<file path="src/rtl/pipe_hazard_ctrl.sv">
// pipe_hazard_ctrl
// Hazard and stall controller for the five-stage RISC-V pipeline.
// Watches decode, the DEC_ALU stage register, the ALU branch outcome and the
// data-cache handshake. Drives hold/bubble/flush controls for PC, IF/DEC,
// DEC_ALU and ALU_MEM. Also keeps saturating stall/flush counters and a
// sticky memory-timeout flag.
//
// Control outputs are purely combinational (zero latency) and are forced
// low while rst_n is asserted. Counters and the timeout flag are registered.

module pipe_hazard_ctrl #(
  parameter int LOAD_USE_STALL = 1,    // bubble cycles per load-use hazard, 1..7
  parameter int MEM_TIMEOUT    = 255,  // memory-wait cycles before timeout, 1..1023
  parameter int CNT_W          = 16    // performance counter width
) (
  input  logic             clk,
  input  logic             rst_n,

  input  logic             i_decValid,
  input  logic [4:0]       i_decRs1Addr,
  input  logic [4:0]       i_decRs2Addr,
  input  logic             i_decRs1Use,
  input  logic             i_decRs2Use,

  input  logic             i_exValid,
  input  logic             i_exWriteEnable,
  input  logic             i_exDataCacheReadEnable,
  input  logic [4:0]       i_exWriteBackAddr,

  input  logic             i_branchTaken,
  input  logic             i_memReq,
  input  logic             i_memReady,

  output logic             o_pcHold,
  output logic             o_ifDecHold,
  output logic             o_ifDecFlush,
  output logic             o_decAluHold,
  output logic             o_decAluBubble,
  output logic             o_aluMemHold,
  output logic             o_memTimeout,
  output logic [CNT_W-1:0] o_stallCycles,
  output logic [CNT_W-1:0] o_flushCount
);

  // Remaining-cycle reload value once the detection cycle has been spent.
  localparam logic [2:0] STALL_RELOAD  = 3'(LOAD_USE_STALL - 1);
  localparam logic [9:0] TIMEOUT_LIMIT = 10'(MEM_TIMEOUT);
  localparam logic [9:0] WAIT_MAX      = 10'h3FF;

  typedef enum logic [0:0] {
    ST_RUN        = 1'b0,
    ST_LOAD_STALL = 1'b1
  } state_t;

  // Registered state
  state_t           r_state;
  logic [2:0]       r_remaining;
  logic [9:0]       r_waitCnt;
  logic             r_memTimeout;
  logic [CNT_W-1:0] r_stallCycles;
  logic [CNT_W-1:0] r_flushCount;

  // Combinational decode of events and next state
  state_t           w_nextState;
  logic [2:0]       w_nextRemaining;
  logic             w_freeze;
  logic             w_branch;
  logic             w_rs1Match;
  logic             w_rs2Match;
  logic             w_loadUse;
  logic [9:0]       w_waitNext;

  // Ungated control values; rst_n gating is applied at the ports
  logic             w_pcHold;
  logic             w_ifDecHold;
  logic             w_ifDecFlush;
  logic             w_decAluHold;
  logic             w_decAluBubble;
  logic             w_aluMemHold;

  // Event detection: cache stall, taken branch and load-use dependency.
  // x0 is hard-wired zero, so a load targeting it never creates a hazard.
  always_comb begin
    w_freeze   = i_memReq && !i_memReady;
    w_branch   = i_exValid && i_branchTaken;
    w_rs1Match = i_decRs1Use && (i_decRs1Addr == i_exWriteBackAddr);
    w_rs2Match = i_decRs2Use && (i_decRs2Addr == i_exWriteBackAddr);
    w_loadUse  = i_exValid && i_exDataCacheReadEnable && i_exWriteEnable &&
                 (i_exWriteBackAddr != 5'd0) && i_decValid &&
                 (w_rs1Match || w_rs2Match);
    w_waitNext = (r_waitCnt == WAIT_MAX) ? r_waitCnt : (r_waitCnt + 10'd1);
  end

  // Prioritised control generation and next-state logic:
  // freeze > branch > load-use detection (RUN) > LOAD_STALL countdown.
  always_comb begin
    w_nextState     = r_state;
    w_nextRemaining = r_remaining;
    w_pcHold        = 1'b0;
    w_ifDecHold     = 1'b0;
    w_ifDecFlush    = 1'b0;
    w_decAluHold    = 1'b0;
    w_decAluBubble  = 1'b0;
    w_aluMemHold    = 1'b0;

    if (w_freeze) begin
      w_pcHold     = 1'b1;
      w_ifDecHold  = 1'b1;
      w_decAluHold = 1'b1;
      w_aluMemHold = 1'b1;
    end else if (w_branch) begin
      w_ifDecFlush    = 1'b1;
      w_decAluBubble  = 1'b1;
      w_nextState     = ST_RUN;
      w_nextRemaining = 3'd0;
    end else if ((r_state == ST_RUN) && w_loadUse) begin
      w_pcHold       = 1'b1;
      w_ifDecHold    = 1'b1;
      w_decAluBubble = 1'b1;
      if (LOAD_USE_STALL > 1) begin
        w_nextState     = ST_LOAD_STALL;
        w_nextRemaining = STALL_RELOAD;
      end
    end else if (r_state == ST_LOAD_STALL) begin
      w_pcHold        = 1'b1;
      w_ifDecHold     = 1'b1;
      w_decAluBubble  = 1'b1;
      w_nextRemaining = r_remaining - 3'd1;
      if (r_remaining <= 3'd1) begin
        w_nextState     = ST_RUN;
        w_nextRemaining = 3'd0;
      end
    end
  end

  // FSM state and remaining-cycle register
  always_ff @(posedge clk or negedge rst_n) begin
    if (!rst_n) begin
      r_state     <= ST_RUN;
      r_remaining <= 3'd0;
    end else begin
      r_state     <= w_nextState;
      r_remaining <= w_nextRemaining;
    end
  end

  // Memory wait counter and sticky timeout flag
  always_ff @(posedge clk or negedge rst_n) begin
    if (!rst_n) begin
      r_waitCnt    <= 10'd0;
      r_memTimeout <= 1'b0;
    end else begin
      if (w_freeze) begin
        r_waitCnt <= w_waitNext;
        if (w_waitNext >= TIMEOUT_LIMIT) begin
          r_memTimeout <= 1'b1;
        end
      end else begin
        r_waitCnt <= 10'd0;
      end
    end
  end

  // Saturating performance counters: stalled cycles and branch flushes
  always_ff @(posedge clk or negedge rst_n) begin
    if (!rst_n) begin
      r_stallCycles <= '0;
      r_flushCount  <= '0;
    end else begin
      if (w_pcHold && (r_stallCycles != '1)) begin
        r_stallCycles <= r_stallCycles + CNT_W'(1);
      end
      if (!w_freeze && w_branch && (r_flushCount != '1)) begin
        r_flushCount <= r_flushCount + CNT_W'(1);
      end
    end
  end

  assign o_pcHold       = rst_n & w_pcHold;
  assign o_ifDecHold    = rst_n & w_ifDecHold;
  assign o_ifDecFlush   = rst_n & w_ifDecFlush;
  assign o_decAluHold   = rst_n & w_decAluHold;
  assign o_decAluBubble = rst_n & w_decAluBubble;
  assign o_aluMemHold   = rst_n & w_aluMemHold;
  assign o_memTimeout   = r_memTimeout;
  assign o_stallCycles  = r_stallCycles;
  assign o_flushCount   = r_flushCount;

endmodule

</file>
<file path="config.mk">
export PLATFORM = sky130hd
export DESIGN_NAME = pipe_hazard_ctrl
export DESIGN_NICKNAME = d
export VERILOG_FILES = /design/src/rtl/pipe_hazard_ctrl.sv
export SDC_FILE = /design/constraint.sdc
export NUM_CORES = 1
export LEC_CHECK = 0
export BUFFER_PORTS_ARGS = -buffer_cell sky130_fd_sc_hd__buf_2
export CAP_MARGIN = 20
export CORE_AREA = 3 3 73 75
export DETAILED_ROUTE_END_ITERATION = 16
export DIE_AREA = 0 0 76 78
export GPL_ROUTABILITY_DRIVEN = 0
export GPL_TIMING_DRIVEN = 0
export PLACE_DENSITY_LB_ADDON = 0.15
export RECOVER_POWER = 100
export SYNTH_ARGS = -nofsm -noshare
export SYNTH_HDL_FRONTEND = slang
export SYNTH_SLANG_ARGS = --single-unit
export TNS_END_PERCENT = 5
</file>
<file path="constraint.sdc">
create_clock -name clk -period 3.75 [get_ports clk]
set_input_delay 0.5625 -clock clk [delete_from_list [all_inputs] [get_ports clk]]
set_output_delay 0.5625 -clock clk [all_outputs]
set_load 0.02 [all_outputs]
</file>
==> impl_results.md <==
- Status: finished, final reports clean
- Layout cells sized above 1: around 15%
- Busiest layer in global routing: met2
- Post-synth EDFFs: 0
- Clk_lat worst skew: 0.29 ns
- Synthesized flop and latch total: 47
- Crit-path max cell delay: 0.34 ns
- Seq/Total Area, Yosys: 44.6%
- DRC Markers: 0
- Via density: 5.14
- Clk buf depth: 2
- Crit share post-route: 68.1%
- Buffers added on ports: 64
- Met1 global-route usage: 25.4%
- Post-route ant nets: 0
- Global-route track usage on met3: a little over 4%
- Worst path cell trace: buf_2 > xnor2_1 > nand4_1 > o22ai_1 > a21oi_1 > o21ai_0 > and2_0 > buf_4 > buf_2
- MaxCap Viol Count: 0
- Top cell types by occurrence after synthesis: dfrtp_1, xnor2_1, nand2_1
- CORE AREA: 4720 sq um
- Post CTS Setup Buffer Count: 0
- RSZ-0062 raised after global routing: false
- DRT Wirelength: between 5 and 6 mm
- Starting density of the core: between 50 and 60%
- CP Buf/Inv Count: 3
- Clock-pin slew on the worst setup and hold paths: about 0.080 ns
- CP max FO: 3
- H-tree depth: 2
- Warnings, synthesis: 0
- CP arrival: 1.99 ns
- Post-DR wirelength/cell: approximately 13 um
- Total number of vias: 2042
- Cell type with the highest aggregate area in the netlist: dfrtp_1
- Filler cells: 427
- Die area: 5930 sq um
- Top_reg_cell synth: dfrtp_1
- Final min period: 2.56 ns
- Worst slew pin tran: between 0.7 and 0.8 ns
- Critical path startpoint category: primary input
- GRT Util Overall: 18.9%
- Fin Hold WS: 0.308 ns
- Die span in y: 78 um
- P&R area growth vs syn: 12.8%
- Cell with the most instances after synthesis: dfrtp_1
- Final HPWL DP: 3.85 mm
- Clk sinks: 47
- CTS tree: done
- Reg2reg path depth: 8
- Final Setup Violations: 0
- CP delay by family, top: compound AO/OA/AOI/OAI gates
- Worst path required time: 3.19 ns
- PwrDens: 408 nW/um^2
- Post-Synthesis Cells: about 260
- Post-Syn Area: 2640 sq um
- Met2 usage: 30.1%
- Setup_tns: 0 ns
- VDD IR max: 0.411 mV
- LEAKAGE: roughly 1.3 nW
- Setup CP Type: in -> out
- Initial DRT Pass Iterations: 4
- Hold-fix buffers, CTS: 0
- Critical path depth: 9
- Most used cell, CP: buf_2
- Fmax: 391 MHz
- Slowest CP cell: o22ai_1
- Syn_nets: 288
- Final hold vios: 0
- Post-synthesis average cell area: between 10 and 15 sq um
- Final nets: 360
- Slew HR: 49.7%
- Vias in the first global route: 2027
- Ant diodes: 0
- Final slew viol count: 0
- Die width: around 76 um
- Max Clock Skew: 0.00537 ns
- Ys async rst share: 100%
- Synth cell types: 48
- Largest net degree at the start of global routing: 52
- CTS buffer count: 5
- Clock root cell: clkbuf_8
- Crit end category: output pin
- Hold Path Class: in -> async
- Initial antenna violation count: 0
- Overflow after GRT: 0
- Iteration-0 DRC Markers: 47
- PostCTS Resize Cnt: 0
- Post-synth top area share: 44.6%
- I/O Pins: 65
- Top cells by area, synth: dfrtp_1, xnor2_1, xor2_1, nand2_1, nor2_1
- Row Count: 25
- First-pass GRT wire length: 9.16 mm
- Pwr Total: 0.00121 W
==> cells in the final DEF, fill, tap and decap left out, types with 3 or more instances in the layout <==
master,n
a21oi_1,7
and2_1,3
and3_1,7
and4_1,3
buf_2,28
clkbuf_1,40
clkbuf_8,5
dfrtp_1,47
ha_1,5
inv_1,3
nand2_1,29
nand3_1,16
nand3_2,3
nand4_1,13
nor2_1,25
nor3_1,9
o21ai_0,10
xnor2_1,31
xor2_1,12
==> per-stage QoR <==
stage / utilization [%] / instance area (sq um) / setup slack, ns / cells
4_1_cts: 66.2 / 3130 / 1.21 / 396
6_report: 63.0 / 2970 / 1.19 / 397
5_1_grt: 63.0 / 2970 / 0.970 / 397
3_5_place_dp: 64.4 / 3040 / 1.23 / 388
3_3_place_gp: 64.4 / 3040 / 1.24 / 388
2_1_floorplan: - / 2640 / 1.52 / 257
==> report_power, final <==
| group | switching, W | leakage [nW] | internal, W | total, W |
|---|---|---|---|---|
| logic | 0.000172 | 0.625 | 0.000104 | 0.000276 |
| clock network | 0.000165 | 0.0412 | 0.000131 | 0.000295 |
| registers | 0.0000772 | 0.637 | 0.000565 | 0.000643 |
==> path summary, 6_finish.rpt <==
kind	slack, ns	from	endpoint
min	0.31	rst_n	r_waitCnt[8]
min in group clk	0.49	o_memTimeout	o_memTimeout
max	1.19	i_exWriteBackAddr[2]	o_pcHold
min reg2reg	0.49	o_memTimeout	o_memTimeout
max reg2reg	1.38	o_stallCycles[0]	o_stallCycles[15]
max in group asynchronous	2.80	rst_n	o_stallCycles[15]
==> flip-flops by register name (all words and copies together), names as in the netlist <==
name           count
o_stallCycles     16
r_state            1
o_memTimeout       1
o_flushCount      16
r_waitCnt         10
r_remaining        3
==> layout make-up <==
class | count | area [sq um] | area share, %
well taps | 67 | 83.8 | 2.82
clock inverters | 2 | 12.5 | 0.421
flip-flops and latches | 47 | 1180 | 39.5
inverters | 3 | 11.3 | 0.379
clock buffers | 6 | 72.6 | 2.44
plain buffers | 5 | 27.5 | 0.926
multi-input cells | 202 | 1300 | 43.6
repair buffers | 65 | 294 | 9.89
==> layer usage <==
layer  up-vias  share of wire [%]
met4         0                1.5
met1       960                 49
met5         -                  0
met3         6                3.6
met2        33                 46
li1       1043                  -
==> cell families after synthesis <==
kind of cell	Yosys count	synth area share [%]
AND/OR/NAND/NOR	121	27.7
AO/OA/AOI/OAI	30	7.74
multiplexers	3	1.19
XOR/XNOR	43	14.3
buffers and inverters	8	2.09
flip-flops	47	44.6
adder cells (fa/ha/maj)	5	2.37
(Power assumes the default switching activity.)
